[src/rtl/argmax_scheduler_pkg.sv]
`default_nettype none
// ============================================================================
//  Module      : argmax_scheduler_pkg
//  Description : Shared defaults and state encoding for the folded argmax
//                scheduler and its compare helper.
//  Revision    : 1.0 - initial release
// ============================================================================
package argmax_scheduler_pkg;

    localparam int DEF_DATA_WIDTH  = 42;
    localparam int DEF_NUM_CLASSES = 10;
    localparam int DEF_IDX_WIDTH   = 4;

    typedef enum logic [1:0] {
        S_IDLE  = 2'd0,
        S_ISSUE = 2'd1,
        S_WAIT  = 2'd2,
        S_DONE  = 2'd3
    } state_t;

endpackage
`default_nettype wire

[src/rtl/argmax_scheduler_score_max_update.sv]
`default_nettype none
// ============================================================================
//  Module      : score_max_update
//  Description : Combinational running-maximum step: signed strict-greater
//                compare, so ties keep the earlier (lower) index.
//  Revision    : 1.0 - initial release
// ============================================================================
module score_max_update
    import argmax_scheduler_pkg::*;
#(
    parameter int DATA_WIDTH = DEF_DATA_WIDTH,
    parameter int IDX_WIDTH  = DEF_IDX_WIDTH
)(
    input  logic                  first,
    input  logic [DATA_WIDTH-1:0] new_score,
    input  logic [IDX_WIDTH-1:0]  new_idx,
    input  logic [DATA_WIDTH-1:0] best_score,
    input  logic [IDX_WIDTH-1:0]  best_idx,
    output logic [DATA_WIDTH-1:0] next_score,
    output logic [IDX_WIDTH-1:0]  next_idx
);

    logic w_take;

    // The first class loads unconditionally so an all-negative run is correct.
    always_comb begin
        w_take     = first || ($signed(new_score) > $signed(best_score));
        next_score = w_take ? new_score : best_score;
        next_idx   = w_take ? new_idx   : best_idx;
    end

endmodule
`default_nettype wire

[src/rtl/argmax_scheduler.sv]
`default_nettype none
// ============================================================================
//  Module      : argmax_scheduler
//  Description : Walks the folded output layer one class at a time, tracks the
//                signed maximum and hands the winning index downstream.
//  Revision    : 1.0 - initial release
// ============================================================================
module argmax_scheduler
    import argmax_scheduler_pkg::*;
#(
    parameter int DATA_WIDTH  = DEF_DATA_WIDTH,
    parameter int NUM_CLASSES = DEF_NUM_CLASSES,
    parameter int IDX_WIDTH   = DEF_IDX_WIDTH
)(
    input  logic                  clk,
    input  logic                  rst,
    input  logic                  start,
    output logic                  busy,
    output logic                  score_req,
    output logic [IDX_WIDTH-1:0]  score_idx,
    input  logic                  score_valid,
    input  logic [DATA_WIDTH-1:0] score_data,
    output logic                  score_ready,
    output logic                  pred_valid,
    input  logic                  pred_ready,
    output logic [7:0]            predict,
    output logic [DATA_WIDTH-1:0] max_score,
    output logic                  proto_err
);

    localparam logic [IDX_WIDTH-1:0] c_LAST_IDX = IDX_WIDTH'(NUM_CLASSES - 1);

    state_t                r_state;
    state_t                w_state_next;
    logic [IDX_WIDTH-1:0]  r_k;
    logic [IDX_WIDTH-1:0]  r_best_idx;
    logic [IDX_WIDTH-1:0]  w_next_idx;
    logic [DATA_WIDTH-1:0] r_best_score;
    logic [DATA_WIDTH-1:0] w_next_score;
    logic                  r_proto_err;
    logic                  w_accept;
    logic                  w_first;

    always_ff @(posedge clk) begin
        if (rst) begin
            r_state <= S_IDLE;
        end else begin
            r_state <= w_state_next;
        end
    end

    always_comb begin
        w_state_next = r_state;
        busy         = 1'b1;
        score_req    = 1'b0;
        score_ready  = 1'b0;
        pred_valid   = 1'b0;
        w_accept     = 1'b0;
        case (r_state)
            S_IDLE: begin
                busy = 1'b0;
                if (start) begin
                    w_state_next = S_ISSUE;
                end
            end
            S_ISSUE: begin
                score_req    = 1'b1;
                w_state_next = S_WAIT;
            end
            S_WAIT: begin
                score_ready = 1'b1;
                if (score_valid) begin
                    w_accept     = 1'b1;
                    w_state_next = (r_k == c_LAST_IDX) ? S_DONE : S_ISSUE;
                end
            end
            S_DONE: begin
                pred_valid = 1'b1;
                if (pred_ready) begin
                    w_state_next = S_IDLE;
                end
            end
            default: begin
                w_state_next = S_IDLE;
            end
        endcase
    end

    assign w_first = (r_k == '0);

    score_max_update #(
        .DATA_WIDTH (DATA_WIDTH),
        .IDX_WIDTH  (IDX_WIDTH)
    ) u_update (
        .first      (w_first),
        .new_score  (score_data),
        .new_idx    (r_k),
        .best_score (r_best_score),
        .best_idx   (r_best_idx),
        .next_score (w_next_score),
        .next_idx   (w_next_idx)
    );

    // Best registers double as the output holding registers: they stay put
    // through DONE and IDLE until class 0 of the next run is accepted.
    always_ff @(posedge clk) begin
        if (rst) begin
            r_k          <= '0;
            r_best_idx   <= '0;
            r_best_score <= '0;
            r_proto_err  <= 1'b0;
        end else begin
            if (r_state == S_IDLE && start) begin
                r_k         <= '0;
                r_proto_err <= 1'b0;
            end
            if (score_valid && r_state != S_WAIT) begin
                r_proto_err <= 1'b1;
            end
            if (w_accept) begin
                r_best_score <= w_next_score;
                r_best_idx   <= w_next_idx;
                if (r_k != c_LAST_IDX) begin
                    r_k <= r_k + 1'b1;
                end
            end
        end
    end

    always_comb begin
        predict                 = '0;
        predict[IDX_WIDTH-1:0]  = r_best_idx;
    end

    assign score_idx = r_k;
    assign max_score = r_best_score;
    assign proto_err = r_proto_err;

endmodule
`default_nettype wire

[config.mk]
export PLATFORM = sky130hd
export DESIGN_NAME = argmax_scheduler
export DESIGN_NICKNAME = d
export VERILOG_FILES = /design/src/rtl/argmax_scheduler_pkg.sv /design/src/rtl/argmax_scheduler_score_max_update.sv /design/src/rtl/argmax_scheduler.sv
export SDC_FILE = /design/constraint.sdc
export NUM_CORES = 1
export LEC_CHECK = 0
export CORE_UTILIZATION = 40
export CTS_CLUSTER_DIAMETER = 40
export DETAILED_ROUTE_END_ITERATION = 8
export DONT_BUFFER_PORTS = 1
export PLACE_DENSITY = 0.55
export SLEW_MARGIN = 25
export SYNTH_ARGS = -nofsm -noshare
export SYNTH_HDL_FRONTEND = slang
export SYNTH_HIERARCHICAL = 1
export SYNTH_SLANG_ARGS = --single-unit
[constraint.sdc]
create_clock -name clk -period 3.9 [get_ports clk]
set_input_delay 0.39 -clock clk [delete_from_list [all_inputs] [get_ports clk]]
set_output_delay 0.39 -clock clk [all_outputs]
set_load 0.05 [all_outputs]
# After elaboration in Yosys (flattened, before gate mapping)
# Cells that the tools add are included.
# op_classes
order_cmp,1
n_reduce_logical,8
addsub,1
n_mux,16
div_mod_pow,0
n_eq_ne,9
n_bitwise,0
shifts,0
multipliers,0
# op_table
cell,count
$gt 42x42->1,1
$mux 4,3
$mux 1,8
$mux 2,4
$ne 2x2->1 const B,4
$pmux 2 s4,1
$add 4x1->4 const B,1
$eq 2x2->1 const B,2
$eq 4x4->1 const B,1
$logic_not 4->1,1
$ne 4x4->1 const B,1
$reduce_and 3->1,1
$eq 2x1->1 const B,1
$logic_and 1x1->1,2
$logic_not 2->1,1
$reduce_and 2->1,1
$reduce_bool 2->1,1
$logic_or 1x1->1,1
# word_totals
in_bits,47
latchBits,0
n_memories,0
mem_bits_rw,0
register_bits,53
mem_bits_ro,0
word_cells,40

# Longest topological paths before layout
# Gate-level depths: netlist of run 1.
# depth
word_depth,5
ltp_mapped,12

# Hierarchy
# Netlist of run 1, hierarchy kept.
# modules_own_cells
mod,instances,area_each_um2,cells_each
argmax_scheduler,1,2064.5,258
score_max_update,1,1796.7,203

# Least setup slack after synthesis of run 1
# OpenSTA, ideal clock, no wires.
# synth_path
path_kind,register to register
start,"register r_best_score[41], in the netlist max_score[41]"
end,"register r_best_score[10], in the netlist max_score[10]"
n_path_buf,1
arrival_ns,2.837
period_less_slack_ns,2.969
required_ns,3.768
path_stages_with_launch,13
slack_ns,0.931
cell_sequence,dfxtp_1 inv_1 ha_1 nand4_1 nor4_2 and2_1 nand4_1 a31oi_1 o211ai_4 buf_6 mux2_4 nand2_1 a21oi_1
# synth_via
elab_chain_cells,3
# synth_rtl
item,line,source
from (decl),argmax_scheduler.sv:38,logic [DATA_WIDTH-1:0] r_best_score;
from (signal assigned),argmax_scheduler.sv:121,r_best_score <= w_next_score;
$gt 42x42->1,argmax_scheduler_score_max_update.sv:27,w_take = first || ($signed(new_score) > $signed(best_score));
$logic_or 1x1->1,argmax_scheduler_score_max_update.sv:27,
$reduce_and 2->1 (no source line),-,
# Every way passes these cells.
# A chain may end at the register's enable or synchronous reset.

# Worst setup path after layout of run 1
# layout_path
start,"register r_best_score[41], in the netlist max_score[41]"
end,"register r_best_score[19], in the netlist max_score[19]"
# Same word-level chain as after synthesis.

==> metrics.cfg, run 1 <==
[global_route]
grt_usage = 0.182
grt_pass1_vias = 2962
antenna_found_initial = 0
grt_max_degree = 56
globalRouteOverflowTotal = 0
grt_pass1_wl_microns = 14600

[layout]
diodes = 0
syn2layout_area_growth_pct = 9.69
layout.nets = 574
stdcell_count = 611
drive_above_1_share = 0.203

[timing]
fin_setup_tns_ns = 0
whs_ns = 0.142
worst_slew_pin_slew_ns = 0.919
period_share = 0.823
hold_viol_final = 0
fmax_ghz = 0.312
slew_viol_final = 0
setup_viol = 0
relSlewSlack = 0.386
rsz0062_at_grt = no
final.setup_skew_ns = 0.00695
finalCriticalPeriod_ns = 3.21

[floorplanning]
start_util = 0.416
ios = 106
die_w_microns = 100
die_h_microns = 100
rows = 35
die_area_sq_um = 10100
core_sq_um = 9280

[yosys]
synth-main-ff-cell = dfxtp_1
netlist.area_leader.share = 0.275
synthTopCellsByCount = nand2_1, a21oi_1, dfxtp_1
async_flop_share = 0
synth_area_leaders = dfxtp_1, mux2_4, ha_1, nand2_1, a21oi_1
synth_most_common_cell = nand2_1
syn-cell-area_sq_um = 3860
synth_edf_count = 0
syn_area_per_cell_sq_um = 8.38
yosysSeqAreaShare = 0.275
synthCells = 461
synth_top_cell_by_area = dfxtp_1
synth-seq-cells = 53
synth_cell_types = 41
synth_warnings = 6

[power]
power.net_switching_w = 0.000351
clockPowerShare = 0.288
peakVddDrop_v = 0.000137
p_per_area_nw_per_um2 = 271
switching_share = 0.306
power.leakage_nw = 1.75
power_frac_seq = 0.501
intPower_w = 0.000796
p_comb_frac = 0.211
power_w = 0.00115

[place]
port_buffers = 0
place_congestion = 0.766
dpl.hpwl_microns = 6380
dp_cells = 604

[worst_setup_path]
crit_chain = buf_4 > inv_1 > ha_1 > nand4_1 > nor4_2 > and2_1 > nand4_1 > a31oi_1 > o211ai_4 > buf_4 > mux2_4 > nand2_1 > a21oi_1
worst-path-buf-inv = 3
cp-end-kind = register
critPathTopFamily = simple AND/OR/NAND/NOR gates
start_kind = register
slowest_delay_ns = 0.37
critPathSlowestCell = nor4_2
critPathKind = register to register
critPathMaxFanout = 23
arrival_ns = 3.41
crit_required_ns = 4.10

[clock_tree]
post_cts_buffers = 0
insertion_delay_ns = 0.31
root_buffer = clkbuf_8
cts_made_buffers = 5
cts_sinks = 53
cts_htree_levels = 2
clk_path_buf_depth = 2
clk_pin_slew_ns = 0.10
cts_resized = 0
cts_tree = yes
ctsHoldBuffers = 0

[routing]
final_antenna_net_count = 0
finalWirelength_microns = 9020
post-route-drc-count = 0
wl_per_cell_microns = 14.8
vias = 3078
first_pass_iters = 4
viasPerCell = 5.04
drtIter0Drc = 111

[hold_path]
holdCritPathClass = input port to register

[status]
outcome = finished, final reports clean

[run]
cap_violations = 0

==> power groups by stage <==
stage                     combinational (W)  clock, W  sequential [W]
after floorplan                    0.000181         0        0.000619
after global placement             0.000238         0        0.000586
after detailed placement           0.000242         0        0.000587
after CTS                          0.000243  0.000352        0.000574
after global routing               0.000268  0.000367        0.000576
final                              0.000242  0.000331        0.000574
==> worst paths after layout <==
path	cells after the start	end	slack (ns)	start
setup / recovery	13	max_score[19]$_SDFFE_PP0P_	0.69	max_score[41]$_SDFFE_PP0P_
hold / removal	1	max_score[18]$_SDFFE_PP0P_	0.14	rst
setup reg to reg	13	max_score[19]$_SDFFE_PP0P_	0.69	max_score[41]$_SDFFE_PP0P_
hold reg to reg	2	r_state[1]$_SDFFE_PP0P_	0.56	r_state[0]$_SDFFE_PP0P_
==> metrics by stage <==
stage	instance area (sq um)	utilization	setup WS [ns]
final	4240	0.456	0.690
after global routing	4240	0.456	0.443
after detailed placement	4140	0.446	0.662
after floorplan	3870	-	0.931
after global placement	4140	0.446	0.824
after CTS	4230	0.456	0.650
==> layout by cell type, fill, tap and decap left out, drive strengths merged, types with 5 or more instances in the layout <==
cell type,count
a21oi,67
buf,39
clkbuf,6
dfxtp,53
ha,45
inv,48
mux2,46
nand2,104
nand3,10
nand4,11
o211ai,5
o21ai,5
==> flip-flops by register name, indices dropped and copies added (netlist names) <==
name and cells:
max_score 42, proto_err 1, r_best_idx 4, r_state 2, score_idx 4
==> cells by family after synthesis <==
kind of cell / after synthesis / synth area share
and+or+nand+nor: 148 / 0.173
buffers and inverters: 76 / 0.0946
muxes: 48 / 0.178
DFF: 53 / 0.275
other: 1 / 0.000971
AOI/OAI and AO/OA: 90 / 0.133
adders and majority gates: 45 / 0.146
==> metal layers <==
layer,share of wire,track usage,vias up
met3,0.070,0.0578,2
met2,0.47,0.309,79
li1,-,-,1590
met4,0.0029,0.0268,0
met5,0,0,-
met1,0.46,0.230,1407
==> worst reg2reg max path, cell delays in order (launching register included) <==
cell	delay (ns)
dfxtp_1	0.33
buf_4	0.21
inv_1	0.06
ha_1	0.35
nand4_1	0.22
nor4_2	0.37
and2_1	0.21
nand4_1	0.15
a31oi_1	0.30
o211ai_4	0.12
buf_4	0.28
mux2_4	0.36
nand2_1	0.06
a21oi_1	0.07
==> final cells by class <==
type	count	area, sq um
clock inverters	1	7.51
fillers	962	5050
inverters	48	180
clock buffers	6	82.6
flip-flops and latches	53	1060
multi-input cells	335	2450
well taps	129	161
repair buffers	39	293
Power figures use the tool's default switching activity.
==> run 2, diff against run 1 <==
--- a/config.mk
+++ b/config.mk
@@ -9,7 +9,7 @@
 export CTS_CLUSTER_DIAMETER = 40
 export DETAILED_ROUTE_END_ITERATION = 8
 export DONT_BUFFER_PORTS = 1
-export PLACE_DENSITY = 0.55
+export PLACE_DENSITY = 0.57
 export SLEW_MARGIN = 25
 export SYNTH_ARGS = -nofsm -noshare
 export SYNTH_HDL_FRONTEND = slang
==> constraint.sdc (replaced) <==
create_clock -name clk -period 2.9 [get_ports clk]
set_input_delay 0.29 -clock clk [delete_from_list [all_inputs] [get_ports clk]]
set_output_delay 0.29 -clock clk [all_outputs]
set_load 0.05 [all_outputs]
==> run 2 against run 1 <==
  * Global-route usage grew 0.25 points
  * Final area grew 9.0%
  * Count of clock-buffer cells in the layout is the same
  * Wire length grew 9.4%
  * Clock skew grew 0.0026 ns
  * Total power grew 44%
  * Critical endpoint is now max_score[2]$_SDFFE_PP0P_
  * Largest power group unchanged
==> metrics.cfg, run 2 (synthesized netlist as in run 1, its figures left out) <==
[clock_tree]
ctsHoldBuffers = 0  ; unchanged
clk_path_buf_depth = 2  ; unchanged
clk_pin_slew_ns = 0.10  ; about the same
root_buffer = clkbuf_8
cts_tree = yes
cts_made_buffers = 5  ; unchanged
insertion_delay_ns = 0.31  ; about the same
cts_sinks = 53  ; unchanged
cts_htree_levels = 2  ; unchanged

[timing]
rsz0062_at_grt = yes
finalWorstSetupSlack_ns = 0.0952  ; -0.595 ns
worst_slew_pin_slew_ns = 0.919  ; +0.000838 ns
fmax_ghz = 0.357  ; +14%
finalCriticalPeriod_ns = 2.80  ; -0.405 ns
hold_viol_final = 0  ; unchanged
relSlewSlack = 0.386  ; -0.000560
period_share = 0.967  ; +0.144
final.setup_skew_ns = 0.00951  ; +0.00256 ns
slew_viol_final = 0  ; unchanged
setup_viol = 0  ; unchanged

[run]
cap_violations = 0  ; unchanged

[routing]
final_antenna_net_count = 0  ; unchanged
vias = 3265  ; +6.1%
drtIter0Drc = 105  ; -5.4%
first_pass_iters = 4  ; unchanged
post-route-drc-count = 0  ; unchanged
viasPerCell = 5.17  ; +2.7%
wl_per_cell_microns = 15.6  ; +5.9%
finalWirelength_microns = 9870  ; +9.4%

[layout]
layout.nets = 593  ; +3.3%
syn2layout_area_growth_pct = 19.5
diodes = 0  ; unchanged
final_util = 0.497  ; +0.0410
largest_register_ffs = 42  ; unchanged
fillCellCount = 906  ; -5.8%
drive_above_1_share = 0.315  ; +0.111
final_cell_mix = nand2_1, a21oi_1, buf_4
final_common_cell = nand2_1
stdcell_count = 631  ; +3.3%

[hold_path]
holdPathStages = 1  ; unchanged
holdCritPathClass = input port to register

[power]
p_per_area_nw_per_um2 = 358  ; +32%
power_frac_seq = 0.462  ; -0.039
power.net_switching_w = 0.000495  ; +41%
switching_share = 0.299  ; -0.00662
intPower_w = 0.00116  ; +45%
peakVddDrop_v = 0.000196  ; +44%
clockPowerShare = 0.318  ; +0.030
power.leakage_nw = 1.93  ; +10%
p_comb_frac = 0.221  ; +0.010

[global_route]
grt_use_met1 = 0.228  ; -0.00225
top_usage_layer = met2
antenna_found_initial = 0  ; unchanged
grt_pass1_vias = 3209  ; +8.3%
grt_pass1_wl_microns = 14900  ; +1.9%
grt_max_degree = 56  ; unchanged
met2_usage = 0.321  ; +0.0121
globalRouteOverflowTotal = 0  ; unchanged
grt_usage = 0.184  ; +0.00254
met3_usage = 0.0425  ; -0.0153

[floorplanning]
die_h_microns = 100  ; unchanged
die_area_sq_um = 10100  ; unchanged
die_w_microns = 100  ; unchanged
start_util = 0.416  ; unchanged
rows = 35  ; unchanged
core_sq_um = 9280  ; unchanged
ios = 106  ; unchanged

[place]
dp_cells = 616  ; +2.0%
detailedPlace.worstSlack_ns = -0.00941  ; -0.672 ns
place_congestion = 0.741  ; -3.3%
port_buffers = 0  ; unchanged
dpl.hpwl_microns = 6580  ; +3.0%

[worst_setup_path]
r2r_cells = 13  ; unchanged
critPathKind = register to register
start_kind = register
cp-end-kind = register
critPathMaxFanout = 8  ; -65%
crit_required_ns = 3.11  ; -0.99 ns
arrival_ns = 3.02  ; -0.39 ns

[status]
outcome = finished, final reports clean

[run 2: power by group through the flow]
stage          Combinational, W  Clock, W  Sequential [W]
2_1_floorplan          0.000243         0        0.000832
3_3_place_gp           0.000337         0        0.000778
3_5_place_dp           0.000344         0        0.000779
4_1_cts                0.000345  0.000546        0.000762
5_1_grt                0.000399  0.000577        0.000766
6_report               0.000364  0.000525        0.000762
[run 2: final timing paths]
check | start | end | slack [ns]
max | max_score[25]$_SDFFE_PP0P_ | max_score[2]$_SDFFE_PP0P_ | 0.1
min reg2reg | score_idx[0]$_SDFF_PP0_ | score_idx[0]$_SDFF_PP0_ | 0.57
min | rst | max_score[16]$_SDFFE_PP0P_ | 0.03
max reg2reg | max_score[25]$_SDFFE_PP0P_ | max_score[2]$_SDFFE_PP0P_ | 0.1
[run 2: layout make-up]
cell class	count	area [sq um]	area share
Multi-Input combinational cell	335	2590	0.562
Sequential cell	53	1070	0.232
Timing Repair Buffer	58	499	0.108
Inverter	48	180	0.0390
Tap cell	129	161	0.0350
Clock buffer	6	72.6	0.0157
Clock inverter	2	38.8	0.00840
[run 2: metrics by stage]
stage / setup TNS [ns] / total power, W / instance area [sq um] / hold WS [ns]
global route: -0.810 / 0.00174 / 4620 / 0.00117
global placement: 0 / 0.00112 / 4260 / 0.362
detailed placement: -0.0516 / 0.00112 / 4260 / 0.366
floorplan: 0 / 0.00108 / 3880 / 0.453
finish: 0 / 0.00165 / 4620 / 0.0289
CTS: 0 / 0.00165 / 4370 / 0.0109
[run 2: critical path: stages, from the launching register on]
cell	delay [ns]
dfxtp_2	0.34
inv_1	0.05
ha_1	0.29
nand4_1	0.19
nor4_2	0.30
buf_4	0.16
and2_4	0.13
nand4_1	0.12
a31oi_2	0.26
o211ai_4	0.19
clkbuf_16	0.23
mux2_4	0.31
nand2_2	0.07
a21oi_2	0.06
[run 2: metal layers]
| metal | routed length (microns) | vias up |
|---|---|---|
| met5 | 0 | - |
| met4 | 138 | 0 |
| met3 | 605 | 10 |
| met2 | 4580 | 96 |
| met1 | 4550 | 1522 |
| li1 | - | 1637 |
[run 2: what timing repair did]
action	CTS	global route
endpoints found under the setup margin	13	46
resized for setup	0	38
cloned	0	3
pin swaps	1	16
buffers inserted	0	4
